[src/rtl/otter_dmem_arbiter.sv]
// Two-port arbiter for the OTTER_mem_byte data port. Port 0 is the CPU MEM stage and port 1 is the debug/DMA master.
// Define OTTER_DMEM_ARB_RR_EN for round-robin; otherwise P0 has fixed priority and MAX_WAIT bounds P1 starvation.
module otter_dmem_arbiter #(
    parameter int MAX_WAIT = 8
) (
    input  logic        CLK,
    input  logic        RESET_N,
    input  logic        P0_REQ,
    input  logic        P0_WE,
    input  logic [31:0] P0_ADDR,
    input  logic [31:0] P0_WDATA,
    input  logic [1:0]  P0_SIZE,
    input  logic        P0_SIGN,
    output logic        P0_GNT,
    output logic        P0_RVALID,
    output logic [31:0] P0_RDATA,
    input  logic        P1_REQ,
    input  logic        P1_WE,
    input  logic [31:0] P1_ADDR,
    input  logic [31:0] P1_WDATA,
    input  logic [1:0]  P1_SIZE,
    input  logic        P1_SIGN,
    output logic        P1_GNT,
    output logic        P1_RVALID,
    output logic [31:0] P1_RDATA,
    output logic [31:0] MEM_ADDR2,
    output logic [31:0] MEM_DIN2,
    output logic        MEM_WRITE2,
    output logic        MEM_READ2,
    output logic [1:0]  MEM_SIZE,
    output logic        MEM_SIGN,
    input  logic [31:0] MEM_DOUT2
);

    logic selP1;
    logic anyReq;
    logic winWe;
    logic tieP1;
    logic rdOwnerValid;
    logic rdOwner;

`ifdef OTTER_DMEM_ARB_RR_EN
    logic lastGnt;

    assign tieP1 = ~lastGnt;

    always_ff @(posedge CLK or negedge RESET_N) begin
        if (!RESET_N) begin
            lastGnt <= 1'b1;
        end else if (anyReq) begin
            lastGnt <= selP1;
        end
    end
`else
    localparam int CW = $clog2(MAX_WAIT + 1);
    localparam logic [CW-1:0] WAIT_MAX = CW'(MAX_WAIT);

    logic [CW-1:0] waitCnt;

    assign tieP1 = (waitCnt == WAIT_MAX);

    // Counts consecutive denied P1 cycles; any gap in P1_REQ restarts the window.
    always_ff @(posedge CLK or negedge RESET_N) begin
        if (!RESET_N) begin
            waitCnt <= '0;
        end else if (!P1_REQ || P1_GNT) begin
            waitCnt <= '0;
        end else if (waitCnt != WAIT_MAX) begin
            waitCnt <= waitCnt + CW'(1);
        end
    end
`endif

    always_comb begin
        selP1 = 1'b0;
        if (P1_REQ && !P0_REQ) begin
            selP1 = 1'b1;
        end else if (P1_REQ && P0_REQ) begin
            selP1 = tieP1;
        end
    end

    // Reset gates every grant and strobe so nothing reaches memory while RESET_N is low.
    assign anyReq = RESET_N & (P0_REQ | P1_REQ);
    assign P0_GNT = anyReq & ~selP1;
    assign P1_GNT = anyReq & selP1;

    assign winWe      = selP1 ? P1_WE : P0_WE;
    assign MEM_ADDR2  = selP1 ? P1_ADDR : P0_ADDR;
    assign MEM_DIN2   = selP1 ? P1_WDATA : P0_WDATA;
    assign MEM_SIZE   = selP1 ? P1_SIZE : P0_SIZE;
    assign MEM_SIGN   = selP1 ? P1_SIGN : P0_SIGN;
    assign MEM_WRITE2 = anyReq & winWe;
    assign MEM_READ2  = anyReq & ~winWe;

    always_ff @(posedge CLK or negedge RESET_N) begin
        if (!RESET_N) begin
            rdOwnerValid <= 1'b0;
            rdOwner      <= 1'b0;
        end else begin
            rdOwnerValid <= MEM_READ2;
            if (MEM_READ2) begin
                rdOwner <= selP1;
            end
        end
    end

    assign P0_RVALID = rdOwnerValid & ~rdOwner;
    assign P1_RVALID = rdOwnerValid & rdOwner;
    assign P0_RDATA  = MEM_DOUT2;
    assign P1_RDATA  = MEM_DOUT2;

endmodule

[config.mk]
export PLATFORM = sky130hd
export DESIGN_NAME = otter_dmem_arbiter
export DESIGN_NICKNAME = d
export VERILOG_FILES = /design/src/rtl/otter_dmem_arbiter.sv
export SDC_FILE = /design/constraint.sdc
export NUM_CORES = 1
export LEC_CHECK = 0
export ABC_AREA = 1
export BUFFER_PORTS_ARGS = -buffer_cell sky130_fd_sc_hd__clkbuf_2
export CAP_MARGIN = 20
export CORE_AREA = 5 5 116 118
export DETAILED_ROUTE_END_ITERATION = 16
export DIE_AREA = 0 0 121 123
export GPL_TIMING_DRIVEN = 0
export HOLD_SLACK_MARGIN = 0.02
export MAX_ROUTING_LAYER = met4
export PLACE_DENSITY = 0.57
export SLEW_MARGIN = 0
export SYNTH_ARGS = -nofsm -noshare
export SYNTH_HDL_FRONTEND = slang
export SYNTH_SLANG_ARGS = --single-unit
[constraint.sdc]
create_clock -name CLK -period 3.3 [get_ports CLK]
set_input_delay 0.165 -clock CLK [delete_from_list [all_inputs] [get_ports CLK]]
set_output_delay 0.165 -clock CLK [all_outputs]
set_load 0.01 [all_outputs]
==> results of run 1 <==
==> power by group through the flow <==
stage	registers [uW]	clock network [uW]	logic, uW
finish	84.1	198	447
global route	84.5	208	494
CTS	84.1	201	457
detailed placement	84.8	0	454
global placement	85.1	0	453
floorplan	83.7	0	229
==> kinds of logic after synthesis <==
group                      after synthesis  share of synthesized area [%]
AOI/OAI and AO/OA                        6                           1.90
buffers and inverters                   91                           36.0
adders and majority gates                2                           1.46
DFF                                      6                           8.75
and+or+nand+nor                        229                           51.4
xor gates and xnor gates                 1                          0.511
==> sequential cells by signal (all words and copies together) (netlist names) <==
register,cells
rdOwner,1
waitCnt,4
rdOwnerValid,1
==> cell usage after synthesis <==
cell type  count
nand2_1      213
buf_4         64
buf_2         10
inv_1         10
nor2_1         8
dfrtp_1        6
nand3_1        5
a21oi_1        3
buf_6          3
clkbuf_1       2
ha_1           2
inv_2          2
o21ai_0        2
nand2_2        1
nand2_4        1
nand3_2        1
o211ai_1       1
xor2_1         1
==> final cells by class <==
| type | instances | area share [%] |
|---|---|---|
| clock buffers | 3 | 2.21 |
| well taps | 172 | 6.34 |
| repair buffers | 276 | 40.9 |
| multi-input cells | 238 | 28.0 |
| inverters | 12 | 1.33 |
| flip-flops and latches | 6 | 4.43 |
| plain buffers | 79 | 16.9 |
==> stage by stage <==
stage | area [sq um] | worst slack [ns] | total power, uW | hold WS, ns
2_1_floorplan | 1720 | 1.80 | 313 | -0.131
5_1_grt | 3390 | 0.968 | 786 | 0.223
3_3_place_gp | 3310 | 1.34 | 539 | 0.00954
4_1_cts | 3390 | 1.11 | 742 | 0.215
3_5_place_dp | 3310 | 1.37 | 539 | 0.00974
6_report | 3390 | 1.17 | 729 | 0.216
==> worst max path at each step <==
| stage | end | slack (ns) | cells past startpoint |
|---|---|---|---|
| 6_report | MEM_DIN2[10] | 1.17 | 11 |
| 5_1_grt | MEM_DIN2[10] | 0.97 | 11 |
| 4_1_cts | MEM_DIN2[10] | 1.11 | 11 |
| 3_5_place_dp | MEM_DIN2[10] | 1.37 | 11 |
| 3_3_place_gp | MEM_DIN2[10] | 1.34 | 11 |
| 2_1_floorplan | MEM_ADDR2[24] | 1.80 | 10 |
==> layer usage <==
metal  part of all wire [%]  wire length (um)
met1                     40              3590
met2                     52              4610
met3                    7.6               673
met4                      0                 0
met5                      0                 0
==> worst reg2reg max path, stage by stage (launching register included) <==
cell and delay, ns:
dfrtp_1 0.40, inv_1 0.09, ha_1 0.18, nand3_2 0.11, nand2_2 0.10, nand2_4 0.10, buf_2 0.24, o211ai_1 0.19
inv_1 0.05
==> timing repair <==
item / in CTS / in global routing
endpoints found under the setup margin: 0 / 0
hold endpoints to repair: 6 / 0
hold buffers: 1 / 0
==> results.yml, run 1 <==
status:
  status: "finished clean"
power:
  p_leak_uw: 0.00237
  ir_worst_vdd_mv: 0.167
  p_int_uw: 460
  netSwitchingPower_uw: 269
  powerDensity_nw_per_um2: 215
  p_clk_share_pct: 27.1
  switching_share_pct: 36.9
  seqPwrFrac_pct: 11.5
  p_comb_share_pct: 61.3
finish:
  seq_area_sq_um: 150
  area_delta_synth_final_pct: 97.7
  stdcell_count: 786
  drive_above_1_share_pct: 58.6
  utilization_pct: 27.4
  fin_nets: 790
  layout_common_cells: "clkbuf_2 (275), nand2_1 (213), buf_4 (64), inv_1 (10), buf_2 (10)"
  insertedDiodeCount: 0
  nFillCells: 1466
  multi_input_area_sq_um: 948
  final_common_cell: "clkbuf_2"
critical_path:
  startpoint: "waitCnt[0]"
  start_kind: "register"
  r2r_end: "waitCnt[2]"
  required_ns: 3.13
  reg2regPathDepth: 8
  end_kind: "output port"
  criticalPathCategory: "register to output port"
  path_max_fanout: 10
  path_buf_inv: 5
  slowest_stage: "dfrtp_1"
  worstPathCellList: "inv_1 > ha_1 > nand3_2 > nand2_2 > nand2_4 > inv_2 > buf_6 > buf_6 > nand2_1 > nand2_1 > clkbuf_2"
  slowest_delay_ns: 0.40
  critical_path_arrival_ns: 1.96
  r2r-start: "waitCnt[0]"
  path_delay_family: "buffers and inverters"
  r2r_slack_ns: 1.72
clock_network:
  postCtsSetupRepairBufs: 0
  clk_pin_slew_ns: 0.04
  cts_tree: "built"
  clkSinkCount: 6
  root_buffer: "clkbuf_16"
  cts_buffers: 3
  post_cts_resized: 0
  clk_latency_ns: 0.23
  clockBufferDepth: 2
  cts-htree-levels: 1
yosys:
  yosys.cell_types.count: 18
  synth.ff_latch_count: 6
  yosys-top-cells-area: "nand2_1 (47%), buf_4 (28%), dfrtp_1 (8.8%), buf_2 (2.9%), inv_1 (2.2%)"
  synth.yosys.seq_area_share_pct: 8.75
  synth.largest_area_cell: "nand2_1"
  syn_area_sq_um: 1720
  ys.warnings.count: 0
  synth.net_count: 509
  synth_top_area_share_pct: 46.6
  synth.avg_cell_area_sq_um: 5.12
  syn_inst: 335
floorplanning:
  die_y_um: 123
  num_rows: 41
  initial_core_util_pct: 13.9
  io_pins: 309
  die_w_um: 121
  core_area_sq_um: 12400
  die-area_sq_um: 14900
sta:
  slew_viol_final: 0
  finalHoldViolCount: 0
  setup_tns_ns: 0
  fmax_mhz: 470
  min_period_ns: 2.13
  setup_violations: 0
  grt_setup_unrepaired: "false"
  fin_skew_ns: 0.00180
  fin_crit_sh_pct: 64.4
  maxSlewHeadroom_pct: 70.1
  worstMarginPinSlew_ns: 0.449
grt:
  grt_max_degree: 11
  grt_usage_pct: 10.5
  grt_pass1_wl_mm: 12.6
  antenna_found_initial: 0
  use_met2_pct: 18.8
  gr-total-overflow: 0
  grt_pass1_vias: 2630
  use_met1_pct: 13.3
  top_usage_layer: "met2"
  grt_use_met3_pct: 1.42
routing:
  drc: 0
  route.detailed.wl_per_inst_um: 11.3
  num_vias: 2786
  drt_iter0_markers: 68
  ant_nets: 0
  via_per_inst: 3.54
  drt_wl_total_mm: 8.88
  dr.pass1.iters: 5
place:
  gp_congestion: 0.761
  dpl.hpwl_mm: 8.03
  dp_cells: 782
  port_buffers: 275
hold_path:
  min_path_cells: 4
  hold_end: "rdOwner"
  hp-start: "P1_WE"
  min_path_type: "input pin to register"
flow_run:
  cap_violations: 0
No activity file was read; power rests on OpenSTA's default activity.
==> run 2: changes to the inputs <==
--- a/config.mk
+++ b/config.mk
@@ -8,9 +8,9 @@
 export ABC_AREA = 1
 export BUFFER_PORTS_ARGS = -buffer_cell sky130_fd_sc_hd__clkbuf_2
 export CAP_MARGIN = 20
-export CORE_AREA = 5 5 116 118
+export CORE_AREA = 5 5 117 119
 export DETAILED_ROUTE_END_ITERATION = 16
-export DIE_AREA = 0 0 121 123
+export DIE_AREA = 0 0 122 124
 export GPL_TIMING_DRIVEN = 0
 export HOLD_SLACK_MARGIN = 0.02
 export MAX_ROUTING_LAYER = met4
==> constraint.sdc (replaced) <==
create_clock -name CLK -period 2 [get_ports CLK]
set_input_delay 0.1 -clock CLK [delete_from_list [all_inputs] [get_ports CLK]]
set_output_delay 0.1 -clock CLK [all_outputs]
set_load 0.01 [all_outputs]
==> results.yml, run 2 (synthesis gave the netlist of run 1 again) <==
hold_path:
  min_path_cells: 4
  min_path_type: "input pin to register"
finish:
  drive_above_1_share_pct: 59.8
  multi_input_area_sq_um: 982
  insertedDiodeCount: 0
  final_common_cell: "clkbuf_2"
  area_delta_synth_final_pct: 105
  layout_common_cells: "clkbuf_2 (276), nand2_1 (213), buf_4 (70), buf_2 (9)"
  nFillCells: 1432
  top_regs: "waitCnt (4), rdOwner (1), rdOwnerValid (1)"
  largest_register: "waitCnt"
  largest_reg_flops: 4
  fin_nets: 796
  seq_area_sq_um: 150
sta:
  fmax_mhz: 531
  setup_tns_ns: 0
  min_period_ns: 1.88
  fin_skew_ns: 0.00189
  worstMarginPinSlew_ns: 0.363
  finalHoldViolCount: 0
  whs_ns: 0.141
  maxSlewHeadroom_pct: 75.5
  setup_violations: 0
  fin_crit_sh_pct: 94.2
  slew_viol_final: 0
flow_run:
  cap_violations: 0
place:
  gp_congestion: 0.745
  dpl.hpwl_mm: 8.50
  port_buffers: 275
grt:
  grt_usage_pct: 11.1
  gr-total-overflow: 0
  grt_max_degree: 11
  antenna_found_initial: 0
  grt_pass1_wl_mm: 13.4
  grt_pass1_vias: 2772
status:
  status: "finished clean"
floorplanning:
  num_rows: 41
  initial_core_util_pct: 13.8
  die_y_um: 124
  die-area_sq_um: 15100
  core_area_sq_um: 12500
  die_w_um: 122
  io_pins: 309
routing:
  drc: 0
  ant_nets: 0
  via_per_inst: 3.56
  drt_iter0_markers: 72
  route.detailed.wl_per_inst_um: 12.1
  dr.pass1.iters: 4
  drt_wl_total_mm: 9.56
  num_vias: 2817
critical_path:
  end_kind: "output port"
  required_ns: 1.90
  critical_path_arrival_ns: 1.78
  start_kind: "register"
  reg2regPathDepth: 8
  path_max_fanout: 10
  criticalPathCategory: "register to output port"
clock_network:
  clk_latency_ns: 0.23
  cts_tree: "built"
  clkSinkCount: 6
  clk_pin_slew_ns: 0.03
  cts-htree-levels: 1
  clockBufferDepth: 2
  root_buffer: "clkbuf_16"
  cts_buffers: 3
power:
  powerDensity_nw_per_um2: 351
  ir_worst_vdd_mv: 0.205
  p_leak_uw: 0.00241
[run 2: cell types whose count changed in the layout (fill, tap and decap cells not counted), moves of 2 or more]
cell / before / now
buf_12: 0 / 2
buf_4: 64 / 70
buf_6: 3 / 0
buf_8: 0 / 2
clkbuf_1: 2 / 0
inv_1: 10 / 8
[run 2: worst max-delay path: stages (launching register included)]
cell and delay, ns:
dfrtp_1 0.41, inv_2 0.09, ha_4 0.14, nand3_4 0.08
nand2_4 0.11, nand2_8 0.09, inv_6 0.09, buf_12 0.13
buf_8 0.13, nand2_1 0.05, nand2_1 0.07, buf_2 0.14
[run 2: timing repair]
| action | CTS | global route |
|---|---|---|
| hold endpoints to repair | 6 | 0 |
| buffers inserted | 3 | 3 |
| pin swaps | 0 | 3 |
| hold buffers | 1 | 0 |
| gates resized for setup | 8 | 10 |
| setup endpoints to repair | 33 | 66 |
[run 2: per-layer routing]
metal	track usage (%)	part of all wire [%]	routed length, um
met4	0.420	0	0
met3	1.32	7.3	694
met2	19.8	53	5030
met5	-	0	0
met1	14.4	40	3830
[run 2: final cells by class]
type / instances / share of cell area [%]
clock buffer: 3 / 2.14
timing repair buffer: 282 / 41.1
tap: 172 / 6.13
inverter: 12 / 1.43
multi-input combinational: 238 / 28.0
buffer: 79 / 17.0
sequential: 6 / 4.28
[run 2: worst paths after layout]
| path | from | endpoint | slack, ns |
|---|---|---|---|
| setup / recovery | waitCnt[0] | MEM_DIN2[9] | 0.12 |
| hold / removal | P1_WE | rdOwner | 0.14 |
| setup reg to reg | waitCnt[0] | waitCnt[2] | 0.50 |
| hold reg to reg | rdOwner | rdOwner | 0.50 |
| max in group asynchronous | RESET_N | waitCnt[2] | 1.60 |
| min in group asynchronous | RESET_N | waitCnt[3] | 0.24 |
[run 2: power breakdown]
group	internal (uW)	switching (uW)
logic	395	379
clock network	256	65.0
registers	131	8.45
[run 2: metrics by stage]
stage | utilization (%) | instances | setup slack [ns] | area, sq um | total power, uW
after floorplan | - | 335 | 0.569 | 1720 | 516
final | 28.2 | 792 | 0.115 | 3510 | 1230
after global placement | 26.5 | 782 | 0.116 | 3310 | 893
after detailed placement | 26.5 | 782 | 0.143 | 3310 | 892
after CTS | 27.7 | 789 | -0.00209 | 3460 | 1240
after global routing | 28.2 | 792 | -0.0204 | 3510 | 1330
==> run 3: changes to the inputs <==
==> constraint.sdc (replaced) <==
create_clock -name CLK -period 2 [get_ports CLK]
set_input_delay 0 -clock CLK [delete_from_list [all_inputs] [get_ports CLK]]
set_output_delay 0 -clock CLK [all_outputs]
set_load 0.01 [all_outputs]
==> results.yml, run 3 (synthesis gave the netlist of run 1 again) <==
sta:
  finalHoldViolCount: 0
  slew_viol_final: 0
  min_period_ns: 1.91
  maxSlewHeadroom_pct: 74.6
  whs_ns: 0.0398
  fin_crit_sh_pct: 95.3
  fin_ws_ns: 0.0944
  worstMarginPinSlew_ns: 0.377
  fmax_mhz: 525
  setup_violations: 0
  fin_skew_ns: 0.00130
finish:
  top_regs: "waitCnt (4), rdOwner (1), rdOwnerValid (1)"
  nFillCells: 1433
  largest_reg_flops: 4
  layout_common_cells: "clkbuf_2 (277), nand2_1 (213), buf_4 (68), inv_1 (10), buf_2 (9)"
  utilization_pct: 27.7
  drive_above_1_share_pct: 59.2
  area_delta_synth_final_pct: 101
  insertedDiodeCount: 0
  largest_register: "waitCnt"
  fin_nets: 793
  final_common_cell: "clkbuf_2"
critical_path:
  start_kind: "register"
  slowest_delay_ns: 0.40
  path_buf_inv: 5
  slowest_stage: "dfrtp_1"
  criticalPathCategory: "register to output port"
  worstPathCellList: "inv_1 > ha_1 > nand3_2 > nand2_4 > nand2_8 > inv_6 > buf_12 > buf_8 > nand2_1 > nand2_1 > clkbuf_2"
  required_ns: 2.00
  end_kind: "output port"
  critical_path_arrival_ns: 1.91
  crit_top_cell: "nand2_1"
  path_max_fanout: 10
  path_delay_family: "buffers and inverters"
place:
  dpl.hpwl_mm: 8.50
  preCtsSetupSlack_ns: 0.243
  gp_congestion: 0.745
  port_buffers: 275
grt:
  grt_max_degree: 11
  grt_pass1_wl_mm: 13.4
  grt_pass1_vias: 2761
  antenna_found_initial: 0
  grt_usage_pct: 11.1
  gr-total-overflow: 0
flow_run:
  cap_violations: 0
routing:
  via_per_inst: 3.58
  drc: 0
  num_vias: 2824
  drt_wl_total_mm: 9.58
  route.detailed.wl_per_inst_um: 12.1
  dr.pass1.iters: 4
  ant_nets: 0
  drt_iter0_markers: 78
clock_network:
  clockBufferDepth: 2
  clk_latency_ns: 0.23
  root_buffer: "clkbuf_16"
  cts-htree-levels: 1
  clkSinkCount: 6
  clk_pin_slew_ns: 0.03
  cts_tree: "built"
  cts_buffers: 3
power:
  ir_worst_vdd_mv: 0.203
  powerDensity_nw_per_um2: 353
  p_leak_uw: 0.00239
  total_power_uw: 1220
floorplanning:
  core_area_sq_um: 12500
  die_y_um: 124
  initial_core_util_pct: 13.8
  num_rows: 41
  die-area_sq_um: 15100
  io_pins: 309
  die_w_um: 122
hold_path:
  min_path_type: "input pin to register"
status:
  status: "finished clean"
-- run 3: worst paths after layout --
path	endpoint	slack [ns]	cells past startpoint	start
min in group asynchronous	waitCnt[3]	0.14	2	RESET_N
min reg2reg	rdOwner	0.50	2	rdOwner
max in group asynchronous	waitCnt[2]	1.70	2	RESET_N
max	MEM_DIN2[9]	0.09	11	waitCnt[0]
max reg2reg	waitCnt[2]	0.40	8	waitCnt[0]
min	rdOwner	0.04	4	P1_WE
-- run 3: what timing repair did --
action / CTS / global route
pin swaps: 0 / 2
hold buffers: 1 / 0
gates resized for setup: 4 / 6
setup endpoints to repair: 5 / 55
setup buffers: 0 / 3
hold endpoints to repair: 6 / 0
-- run 3: layout make-up --
cell class                      count  area, sq um  share of cell area, %
Tap cell                          172          215                   6.24
Buffer                             79          589                   17.1
Clock buffer                        3         75.1                   2.18
Inverter                           12         50.0                   1.45
Multi-Input combinational cell    238          962                   27.9
Timing Repair Buffer              279         1410                   40.8
Sequential cell                     6          150                   4.35
-- run 3: tightest hold or removal path, stage by stage --
cell	delay, ns
clkbuf_2	0.10
nor2_1	0.04
nand2_1	0.04
nand2_1	0.04
-- run 3: routing by layer --
layer	vias up	track usage, %	share of wire [%]
met4	0	0.420	0.052
met1	1176	14.4	40
met3	2	1.32	7.3
li1	1501	-	-
met2	145	19.8	53
met5	-	-	0
-- run 3: power by group --
part / switching [uW] / internal [uW]
logic: 375 / 383
registers: 8.06 / 131
clock network: 64.1 / 256
-- run 3: stage by stage --
step,cells,instance area (sq um),setup TNS [ns]
final,789,3450,0
after detailed placement,782,3310,0
after global placement,782,3310,0
after CTS,786,3400,-0.000289
after global routing,789,3450,-0.529
after floorplan,335,1720,0
